## src/rtl/mux_scan_ctrl.sv

```systemverilog
// Scan controller for an external 8:1 mux: steps the selects 0..7, samples y_in after a settle wait,
// and presents the assembled byte with a one-clock valid strobe. Define MUX_SCAN_CONT_EN for back-to-back scans.
module mux_scan_ctrl #(
  parameter int SETTLE_CYCLES = 1
) (
  input  logic       clk,
  input  logic       rst,
  input  logic       start,
  input  logic       abort,
  input  logic       y_in,
  output logic       sel0,
  output logic       sel1,
  output logic       sel2,
  output logic [7:0] data_out,
  output logic       valid,
  output logic       busy
);

  typedef enum logic [1:0] {IDLE, SETTLE, SAMPLE} state_t;

  localparam logic [3:0] CNT_LAST = 4'(SETTLE_CYCLES - 1);

  state_t     state, state_nxt;
  logic [2:0] idx, idx_nxt;
  logic [3:0] cnt, cnt_nxt;
  logic [7:0] shadow, shadow_nxt;
  logic [7:0] data_nxt;
  logic       valid_nxt, busy_nxt;

  // Selects come straight off the idx flops, so they are glitch-free and track idx exactly.
  assign {sel2, sel1, sel0} = idx;

  always_ff @(posedge clk or posedge rst) begin
    if (rst) begin
      state    <= IDLE;
      idx      <= '0;
      cnt      <= '0;
      shadow   <= '0;
      data_out <= '0;
      valid    <= 1'b0;
      busy     <= 1'b0;
    end else begin
      state    <= state_nxt;
      idx      <= idx_nxt;
      cnt      <= cnt_nxt;
      shadow   <= shadow_nxt;
      data_out <= data_nxt;
      valid    <= valid_nxt;
      busy     <= busy_nxt;
    end
  end

  always_comb begin
    state_nxt  = state;
    idx_nxt    = idx;
    cnt_nxt    = cnt;
    shadow_nxt = shadow;
    data_nxt   = data_out;
    valid_nxt  = 1'b0;
    busy_nxt   = busy;
    case (state)
      IDLE: begin
        if (start && !abort) begin
          state_nxt = SETTLE;
          idx_nxt   = '0;
          cnt_nxt   = '0;
          busy_nxt  = 1'b1;
        end
      end
      SETTLE: begin
        if (abort) begin
          state_nxt = IDLE;
          idx_nxt   = '0;
          cnt_nxt   = '0;
          busy_nxt  = 1'b0;
        end else if (cnt == CNT_LAST) begin
          state_nxt = SAMPLE;
          cnt_nxt   = '0;
        end else begin
          cnt_nxt = cnt + 4'd1;
        end
      end
      SAMPLE: begin
        if (abort) begin
          state_nxt = IDLE;
          idx_nxt   = '0;
          cnt_nxt   = '0;
          busy_nxt  = 1'b0;
        end else begin
          shadow_nxt[idx] = y_in;
          if (idx != 3'd7) begin
            idx_nxt   = idx + 3'd1;
            state_nxt = SETTLE;
          end else begin
            // Channel 7 bypasses the shadow so the word is ready on the completing edge.
            data_nxt  = {y_in, shadow[6:0]};
            valid_nxt = 1'b1;
            idx_nxt   = '0;
            cnt_nxt   = '0;
`ifdef MUX_SCAN_CONT_EN
            state_nxt = SETTLE;
`else
            state_nxt = IDLE;
            busy_nxt  = 1'b0;
`endif
          end
        end
      end
      default: begin
        state_nxt = IDLE;
        idx_nxt   = '0;
        cnt_nxt   = '0;
        busy_nxt  = 1'b0;
      end
    endcase
  end

endmodule
```

## config.mk

```make
export PLATFORM = sky130hd
export DESIGN_NAME = mux_scan_ctrl
export DESIGN_NICKNAME = d
export VERILOG_FILES = /design/src/rtl/mux_scan_ctrl.sv
export SDC_FILE = /design/constraint.sdc
export NUM_CORES = 1
export LEC_CHECK = 0
export ABC_AREA = 0
export BUFFER_PORTS_ARGS = -buffer_cell sky130_fd_sc_hd__buf_2
export CELL_PAD_IN_SITES_DETAIL_PLACEMENT = 1
export CELL_PAD_IN_SITES_GLOBAL_PLACEMENT = 1
export CORE_ASPECT_RATIO = 2
export CORE_UTILIZATION = 45
export CTS_BUF_LIST = sky130_fd_sc_hd__clkbuf_4 sky130_fd_sc_hd__clkbuf_8
export CTS_CLUSTER_DIAMETER = 150
export DETAILED_ROUTE_END_ITERATION = 12
export PLACE_DENSITY = 0.84
export SYNTH_ARGS = -nofsm -noshare
export SYNTH_HDL_FRONTEND = slang
export SYNTH_SLANG_ARGS = --single-unit
```

## constraint.sdc

```tcl
create_clock -name clk -period 2 [get_ports clk]
set_input_delay 0.3 -clock clk [delete_from_list [all_inputs] [get_ports clk]]
set_output_delay 0.3 -clock clk [all_outputs]
set_load 0.02 [all_outputs]
```

==> out/qor.log, run 1 <==
[global_route] GRT Total Usage 20.9%
[setup_path] required time of the worst setup path 2.16 ns
[synth] area fraction of the dominant cell type after synthesis 52.1%
[placed_design] detailed placer's ending HPWL 2060 um
[placed_design] final RePlAce weighted congestion 0.848
[clocking] number of gates resized after CTS 0
[setup_path] Worst Setup Path Type register to register
[synth] leading cell type by number of instances after synthesis sky130_fd_sc_hd__dfrtp_1
[clocking] CTS clk-pin slew, worst paths 0.09 ns
[finish] area growth from synthesis to layout 14.0%
[synth] distinct cell type count after synthesis 33
[synth] Post-Syn Nets 111
[synth] share of synthesized flip-flops with an asynchronous set or reset 100%
[global_route] pin count of the biggest net entering global routing 27
[sta] worst slack on hold paths 0.0692 ns
[clocking] Setup Buffers After CTS 0
[routing] vias 865
[power_and_ir_drop] worst vdd ir 0.505 mV
[power_and_ir_drop] leakage power 0.745 nW
[clocking] clock buffer depth 2
[clocking] maximum level of the CTS H-tree 1
[power_and_ir_drop] switching part of the total power 24.0%
[synth] synth cell count leaders sky130_fd_sc_hd__dfrtp_1 (26), sky130_fd_sc_hd__mux2_1 (15), sky130_fd_sc_hd__nand2_1 (10), sky130_fd_sc_hd__nor2b_1 (5)
[finish] ANT cells 0
[global_route] antenna violations before repair 0
[clocking] clock buffer count from CTS 3
[synth] synthesis warning total 0
[synth] sequential area share after synthesis 52.1%
[clocking] CTS sink cnt 26
[setup_path] CP max stage delay 0.49 ns
[synth] average instance area after synthesis 12.2 um2
[routing] post-DR vias/cell 5.77
[finish] fin util 54.7%
[setup_path] Critical Path Sink Type register
[power_and_ir_drop] cell internal power dissipation 0.754 mW
[routing] Routed Antenna Nets 0
[sta] setup repair after global routing missed its margin no
[setup_path] critical path arrival 1.98 ns
[sta] final setup slack of the worst path 0.177 ns
[die] Die Outline Area 3000 um2
[routing] total wirelength of the detailed-routed design 2640 um
[die] number of cell rows 26
[synth] post-synthesis cell area 1250 um2
[sta] number of pins with negative max-slew slack in the final report 0
[finish] area of combinational cells with multiple inputs 561 um2
[power_and_ir_drop] power dissipated by switching net loads 0.239 mW
[sta] share of the cycle needed by the critical path after routing 91.2%
[finish] fraction of layout cells with a size suffix above 1 23.8%
[hold_path] classification of the worst-slack hold path primary input to async pin
[power_and_ir_drop] portion of total power attributed to the clock network 34.5%
[clocking] library cell used as clock root buffer sky130_fd_sc_hd__clkbuf_8
[global_route] via count of the first global-routing pass 966
[routing] wire length per cell 17.6 um
[die] die width 39.3 um
[clocking] hold-fix buffers at CTS 0
[die] Initial Util 48.0%
[sta] total negative slack for setup checks 0 ns
[finish] count of filler cells inserted in the layout 286
[setup_path] most common cell type on the critical path sky130_fd_sc_hd__ha_1
[setup_path] startpoint types register
[routing] number of DRC violations after detailed routing 0
[placed_design] Port Buf Inserts 17
[power_and_ir_drop] Power Dens Cells 697 nW/um2
[synth] instance count of the mapped netlist 102
[synth] number of flops mapped to enable cells by yosys 0
[synth] library cell occupying the most area in the post-synthesis netlist sky130_fd_sc_hd__dfrtp_1
[sta] Fmax achieved 549 MHz
[routing] Detailed Routing Iterations Pass 1 2
[status] outcome completed
[synth] largest cells by area after synthesis sky130_fd_sc_hd__dfrtp_1 (52%), sky130_fd_sc_hd__mux2_1 (14%), sky130_fd_sc_hd__ha_1 (4.0%), sky130_fd_sc_hd__nand2_1 (3.0%), sky130_fd_sc_hd__nor2b_1 (2.5%)
[synth] flip-flop cell with the highest count after synthesis sky130_fd_sc_hd__dfrtp_1
[sta] number of endpoints with negative hold slack in the final report 0
[sta] worst slew pin tran 0.444 ns
[die] CORE AREA 2600 um2
[finish] area taken by flip-flops and latches 651 um2
[setup_path] worst-path cell with the longest stage delay sky130_fd_sc_hd__dfrtp_1
[setup_path] Worst Path Max Fanout 9
[die] overall die height 76.5 um
[global_route] wire length of the first global-routing pass 4440 um
[sta] final critical path time including I/O delays and setup 1.82 ns
[setup_path] critical-path cell list ha_1 -> ha_1 -> nor3b_1 -> buf_4 -> mux2_1
[sta] max-slew headroom at the worst pin 70.4%
[global_route] aggregate global routing overflow 0
[power_and_ir_drop] Gate power share 8.7%
[placed_design] Post-Place Worst Slack 0.252 ns
[clocking] CTS tree yes
[clocking] worst skew pair latency 0.27 ns
[sta] final setup skew 0.00193 ns
[finish] Nets 132
[die] number of top-level pins 18
[synth] synthesized flop and latch total 26
[run] Max Cap Viol 0
[sta] endpoints failing setup 0
[finish] final std cell area, no fill 1420 um2
[placed_design] area post-placement 1370 um2
[power_and_ir_drop] relative contribution of sequential cells to total power 56.8%
[routing] Iteration-0 DRC Markers 1
[path summary, 6_finish.rpt]
check	endpoint	cells past startpoint	slack, ns	startpoint
min in group clk	shadow[1]$_DFFE_PP0P_	2	0.35	y_in
max	data_out[0]$_DFFE_PP0P_	5	0.18	idx[0]$_DFFE_PP0P_
max reg2reg	data_out[0]$_DFFE_PP0P_	5	0.18	idx[0]$_DFFE_PP0P_
min	valid$_DFF_PP0_	3	0.07	rst
max in group asynchronous	cnt[0]$_DFFE_PP0P_	3	1.68	rst
min reg2reg	data_out[4]$_DFFE_PP0P_	1	0.48	data_out[4]$_DFFE_PP0P_
[registers in the layout, summed over array words and instances, names as in the netlist]
signal	flops
busy	1
cnt	4
data_out	8
idx	3
shadow	7
state	2
valid	1
[metal layers]
layer | global-route usage (%) | part of all wire, % | routed length [um] | vias to the layer above
met1 | 22.4 | 38 | 999 | 447
met2 | 37.3 | 59 | 1550 | 12
met5 | 0 | 0 | 0 | -
li1 | - | - | - | 404
met4 | 8.28 | 1.2 | 31 | 0
met3 | 3.50 | 2.2 | 58 | 2
[power groups by stage]
stage | sequential [mW] | clock [mW] | combinational (mW)
after floorplan | 0.574 | 0 | 0.0562
after global placement | 0.572 | 0 | 0.0848
after CTS | 0.565 | 0.349 | 0.0893
after detailed placement | 0.575 | 0 | 0.0893
final | 0.564 | 0.342 | 0.0867
after global routing | 0.567 | 0.369 | 0.0975
[cell usage in the layout, fill, tap and decap left out, drive strengths merged]
cell type,count
and4b,1
a21bo,1
or2,1
nor3b,4
buf,20
a211o,1
and4bb,1
clkbuf,4
mux2,15
dfrtp,26
nor3,2
o21ai,2
a22o,1
nand2,10
a21oi,1
o2bb2ai,2
or3b,1
a211oi,2
o32ai,1
inv,4
and3,1
nor2b,5
a221o,1
o22a,1
o32a,1
nand3b,1
nand2b,1
nand3,4
nor4b,2
nor2,1
ha,4
[final cells by class]
| type | count | area share [%] |
|---|---|---|
| sequential | 26 | 45.7 |
| multi-input combinational | 68 | 39.4 |
| timing repair buffer | 20 | 7.56 |
| clock buffer | 4 | 3.87 |
| tap | 28 | 2.46 |
| inverter | 4 | 1.05 |
[logic make-up (layout without fill, tap and decap cells)]
logic type,Yosys count,in the layout,share of synthesized area (%)
flops,26,26,52.1
mux,15,15,13.5
simple gates,35,35,17.7
buf+inv,8,28,3.01
compound gates,14,14,9.62
fa+ha+maj,4,4,4.01
[metrics by stage]
step,power [mW],std cells
finish,0.993,150
global route,1.03,150
CTS,1.00,150
detailed placement,0.664,146
global placement,0.657,146
floorplan,0.630,102
[critical path: cells and delay by family, from the launching register on]
kind          cells  cell delay [ns]
flops             1             0.49
simple gates      1             0.25
buf+inv           1             0.23
fa+ha+maj         2             0.40
mux               1             0.34
No activity file was read; power rests on OpenSTA's default activity.
==> run 2, diff against run 1 <==
--- a/config.mk
+++ b/config.mk
@@ -11,10 +11,11 @@
 export CELL_PAD_IN_SITES_GLOBAL_PLACEMENT = 1
 export CORE_ASPECT_RATIO = 2
 export CORE_UTILIZATION = 45
-export CTS_BUF_LIST = sky130_fd_sc_hd__clkbuf_4 sky130_fd_sc_hd__clkbuf_8
+export CTS_BUF_LIST = sky130_fd_sc_hd__clkbuf_8
 export CTS_CLUSTER_DIAMETER = 150
 export DETAILED_ROUTE_END_ITERATION = 12
 export PLACE_DENSITY = 0.84
+export REMOVE_ABC_BUFFERS = 1
 export SYNTH_ARGS = -nofsm -noshare
 export SYNTH_HDL_FRONTEND = slang
 export SYNTH_SLANG_ARGS = --single-unit
==> run 2 against run 1 <==
Clock power up 26%. First-iteration DRC count grew to 12 times the previous value. Core utilization increased by 0.62 points. Register-to-register slack lost 0.02 ns. Wire length fell by 1.7%. Sequential power is essentially flat. Critical path depth unchanged. Worst hold slack got worse by 0.0089 ns.
==> out/qor.log, run 2 (same netlist as run 1, synthesis figures left out) <==
[routing] number of DRC violations after detailed routing 0 [unchanged]
[setup_path] buffering stage count on the worst path with inverters included 1 [unchanged]
[die] number of top-level pins 18 [unchanged]
[clocking] clock buffer depth 2 [unchanged]
[power_and_ir_drop] cell internal power dissipation 0.846 mW [was 0.754 mW]
[routing] Routed Antenna Nets 0 [unchanged]
[finish] Nets 132 [unchanged]
[setup_path] most common cell type on the critical path sky130_fd_sc_hd__ha_1 [unchanged]
[hold_path] classification of the worst-slack hold path primary input to async pin [unchanged]
[placed_design] final RePlAce weighted congestion 0.814 [was 0.848]
[sta] setup repair after global routing missed its margin no [unchanged]
[finish] count of filler cells inserted in the layout 285 [was 286]
[power_and_ir_drop] leakage power 0.752 nW [was 0.745 nW]
[placed_design] area post-placement 1370 um2 [unchanged]
[finish] Layout Cells excl Fill 150 [unchanged]
[clocking] Setup Buffers After CTS 0 [unchanged]
[clocking] CTS tree yes [unchanged]
[die] overall die height 76.5 um [unchanged]
[clocking] worst skew pair latency 0.27 ns [about the same]
[setup_path] critical path arrival 2.00 ns [was 1.98 ns]
[sta] worst slew pin tran 0.459 ns [was 0.444 ns]
[finish] commonest cells after routing, fill and taps aside sky130_fd_sc_hd__dfrtp_1 (26), sky130_fd_sc_hd__buf_2 (17), sky130_fd_sc_hd__mux2_1 (15), sky130_fd_sc_hd__nand2_1 (10), sky130_fd_sc_hd__nor2b_1 (5) [unchanged]
[placed_design] Port Buf Inserts 17 [unchanged]
[finish] final std cell area, no fill 1440 um2 [was 1420 um2]
[finish] largest registers data_out (8), shadow (7), cnt (4) [unchanged]
[finish] area taken by flip-flops and latches 651 um2 [unchanged]
[power_and_ir_drop] Power Dens Cells 753 nW/um2 [was 697 nW/um2]
[global_route] via count of the first global-routing pass 917 [was 966]
[sta] share of the cycle needed by the critical path after routing 92.2% [was 91.2%]
[global_route] wire length of the first global-routing pass 4370 um [was 4440 um]
[finish] area of combinational cells with multiple inputs 561 um2 [unchanged]
[placed_design] Placed Cells 146 [unchanged]
[run] Max Cap Viol 0 [unchanged]
[global_route] pin count of the biggest net entering global routing 27 [unchanged]
[setup_path] Worst Path Max Fanout 9 [unchanged]
[routing] Iteration-0 DRC Markers 12 [was 1]
[global_route] aggregate global routing overflow 0 [unchanged]
[power_and_ir_drop] switching part of the total power 21.9% [was 24.0%]
[die] Initial Util 48.0% [unchanged]
[die] number of cell rows 26 [unchanged]
[clocking] maximum level of the CTS H-tree 1 [unchanged]
[power_and_ir_drop] relative contribution of sequential cells to total power 52.2% [was 56.8%]
[global_route] global-route met2 utilization 36.3% [was 37.3%]
[sta] number of endpoints with negative hold slack in the final report 0 [unchanged]
[global_route] antenna violations before repair 0 [unchanged]
[sta] endpoints failing setup 0 [unchanged]
[routing] post-DR vias/cell 5.82 [was 5.77]
[global_route] global routing's busiest layer met2 [unchanged]
[sta] Fmax achieved 542 MHz [was 549 MHz]
[sta] max-slew headroom at the worst pin 69.4% [was 70.4%]
[setup_path] CP max stage delay 0.49 ns [about the same]
[global_route] global-route track usage on met1 22.8% [was 22.4%]
[setup_path] worst-path cell with the longest stage delay sky130_fd_sc_hd__dfrtp_1 [unchanged]
[setup_path] Worst path top cell family by delay flip-flops [unchanged]
[status] outcome completed [unchanged]
[setup_path] reg2reg setup slack 0.16 ns [was 0.18 ns]
[sta] final critical path time including I/O delays and setup 1.84 ns [was 1.82 ns]
[sta] final setup skew 0.00593 ns [was 0.00193 ns]
[setup_path] critical-path cell list ha_1 -> ha_1 -> nor3b_1 -> buf_4 -> mux2_1 [unchanged]
[power_and_ir_drop] sum of internal, switching and leakage power 1.08 mW [was 0.993 mW]
[finish] leading cell type in the layout, fill and taps excluded sky130_fd_sc_hd__dfrtp_1 [unchanged]
[clocking] CTS sink cnt 26 [unchanged]
[routing] vias 873 [was 865]
[placed_design] Post-Place Worst Slack 0.270 ns [was 0.252 ns]
[die] Die Outline Area 3000 um2 [unchanged]
[routing] total wirelength of the detailed-routed design 2600 um [was 2640 um]
[power_and_ir_drop] Gate power share 8.0% [was 8.7%]
[power_and_ir_drop] portion of total power attributed to the clock network 39.8% [was 34.5%]
[setup_path] required time of the worst setup path 2.16 ns [about the same]
[clocking] number of gates resized after CTS 0 [unchanged]
[finish] largest register by flop count data_out [unchanged]
[clocking] library cell used as clock root buffer sky130_fd_sc_hd__clkbuf_8 [unchanged]
[finish] flip-flop count of the largest register after layout 8 [unchanged]
[finish] fraction of layout cells with a size suffix above 1 23.8% [unchanged]
[setup_path] Worst Setup Path Type register to register [unchanged]
[global_route] GRT Total Usage 20.6% [was 20.9%]
[die] CORE AREA 2600 um2 [unchanged]
[finish] fin util 55.3% [was 54.7%]
[power_and_ir_drop] power dissipated by switching net loads 0.238 mW [was 0.239 mW]
[sta] final setup slack of the worst path 0.156 ns [was 0.177 ns]
[global_route] M3 GR Usage 1.75% [was 3.50%]
[setup_path] Critical Path Sink Type register [unchanged]
[clocking] hold-fix buffers at CTS 0 [unchanged]
[finish] ANT cells 0 [unchanged]
[sta] total negative slack for setup checks 0 ns [unchanged]
[routing] Detailed Routing Iterations Pass 1 3 [was 2]
[power_and_ir_drop] worst vdd ir 0.406 mV [was 0.505 mV]
[placed_design] detailed placer's ending HPWL 1870 um [was 2060 um]
[finish] area growth from synthesis to layout 15.3% [was 14.0%]
[sta] worst slack on hold paths 0.0603 ns [was 0.0692 ns]
[sta] number of pins with negative max-slew slack in the final report 0 [unchanged]
[clocking] clock buffer count from CTS 3 [unchanged]
[setup_path] startpoint types register [unchanged]
[die] die width 39.3 um [unchanged]
[clocking] CTS clk-pin slew, worst paths 0.09 ns [about the same]
[routing] wire length per cell 17.3 um [was 17.6 um]
[run 2: cell count changes in the layout (fill, tap and decap cells not counted), sizes merged]
cell / delta
clkbuf: -1
bufinv: +1
[run 2: routing by layer]
| metal | vias up | wire length [um] |
|---|---|---|
| met1 | 446 | 1030 |
| met3 | 4 | 39 |
| met5 | - | 0 |
| met2 | 13 | 1480 |
| met4 | 0 | 45 |
| li1 | 410 | - |
[run 2: path summary, 6_finish.rpt]
kind / to / cells after the start / from
max in group asynchronous: state[1]$_DFFE_PP0P_ / 3 / rst
min reg2reg: data_out[4]$_DFFE_PP0P_ / 1 / data_out[4]$_DFFE_PP0P_
max: data_out[0]$_DFFE_PP0P_ / 5 / idx[0]$_DFFE_PP0P_
min in group clk: data_out[7]$_DFFE_PP0P_ / 2 / y_in
max reg2reg: data_out[0]$_DFFE_PP0P_ / 5 / idx[0]$_DFFE_PP0P_
min: cnt[1]$_DFFE_PP0P_ / 3 / rst
[run 2: power groups by stage]
stage          logic (mW)  registers, mW  clock network (mW)
3_3_place_gp       0.0849          0.573                   0
6_report           0.0866          0.566               0.431
2_1_floorplan      0.0466          0.579                   0
4_1_cts            0.0883          0.566               0.441
3_5_place_dp       0.0879          0.576                   0
5_1_grt            0.0958          0.569               0.463
[run 2: tightest hold or removal path, cell delays in order]
cell	delay, ns
sky130_fd_sc_hd__buf_2	0.09
sky130_fd_sc_hd__inv_1	0.04
sky130_fd_sc_hd__buf_4	0.31
[run 2: cell type report]
| type | count | area share (%) |
|---|---|---|
| sequential | 26 | 45.2 |
| clock inverter | 1 | 2.09 |
| tap | 28 | 2.43 |
| clock buffer | 3 | 2.87 |
| timing repair buffer | 20 | 7.47 |
| inverter | 4 | 1.04 |
| multi-input combinational | 68 | 38.9 |
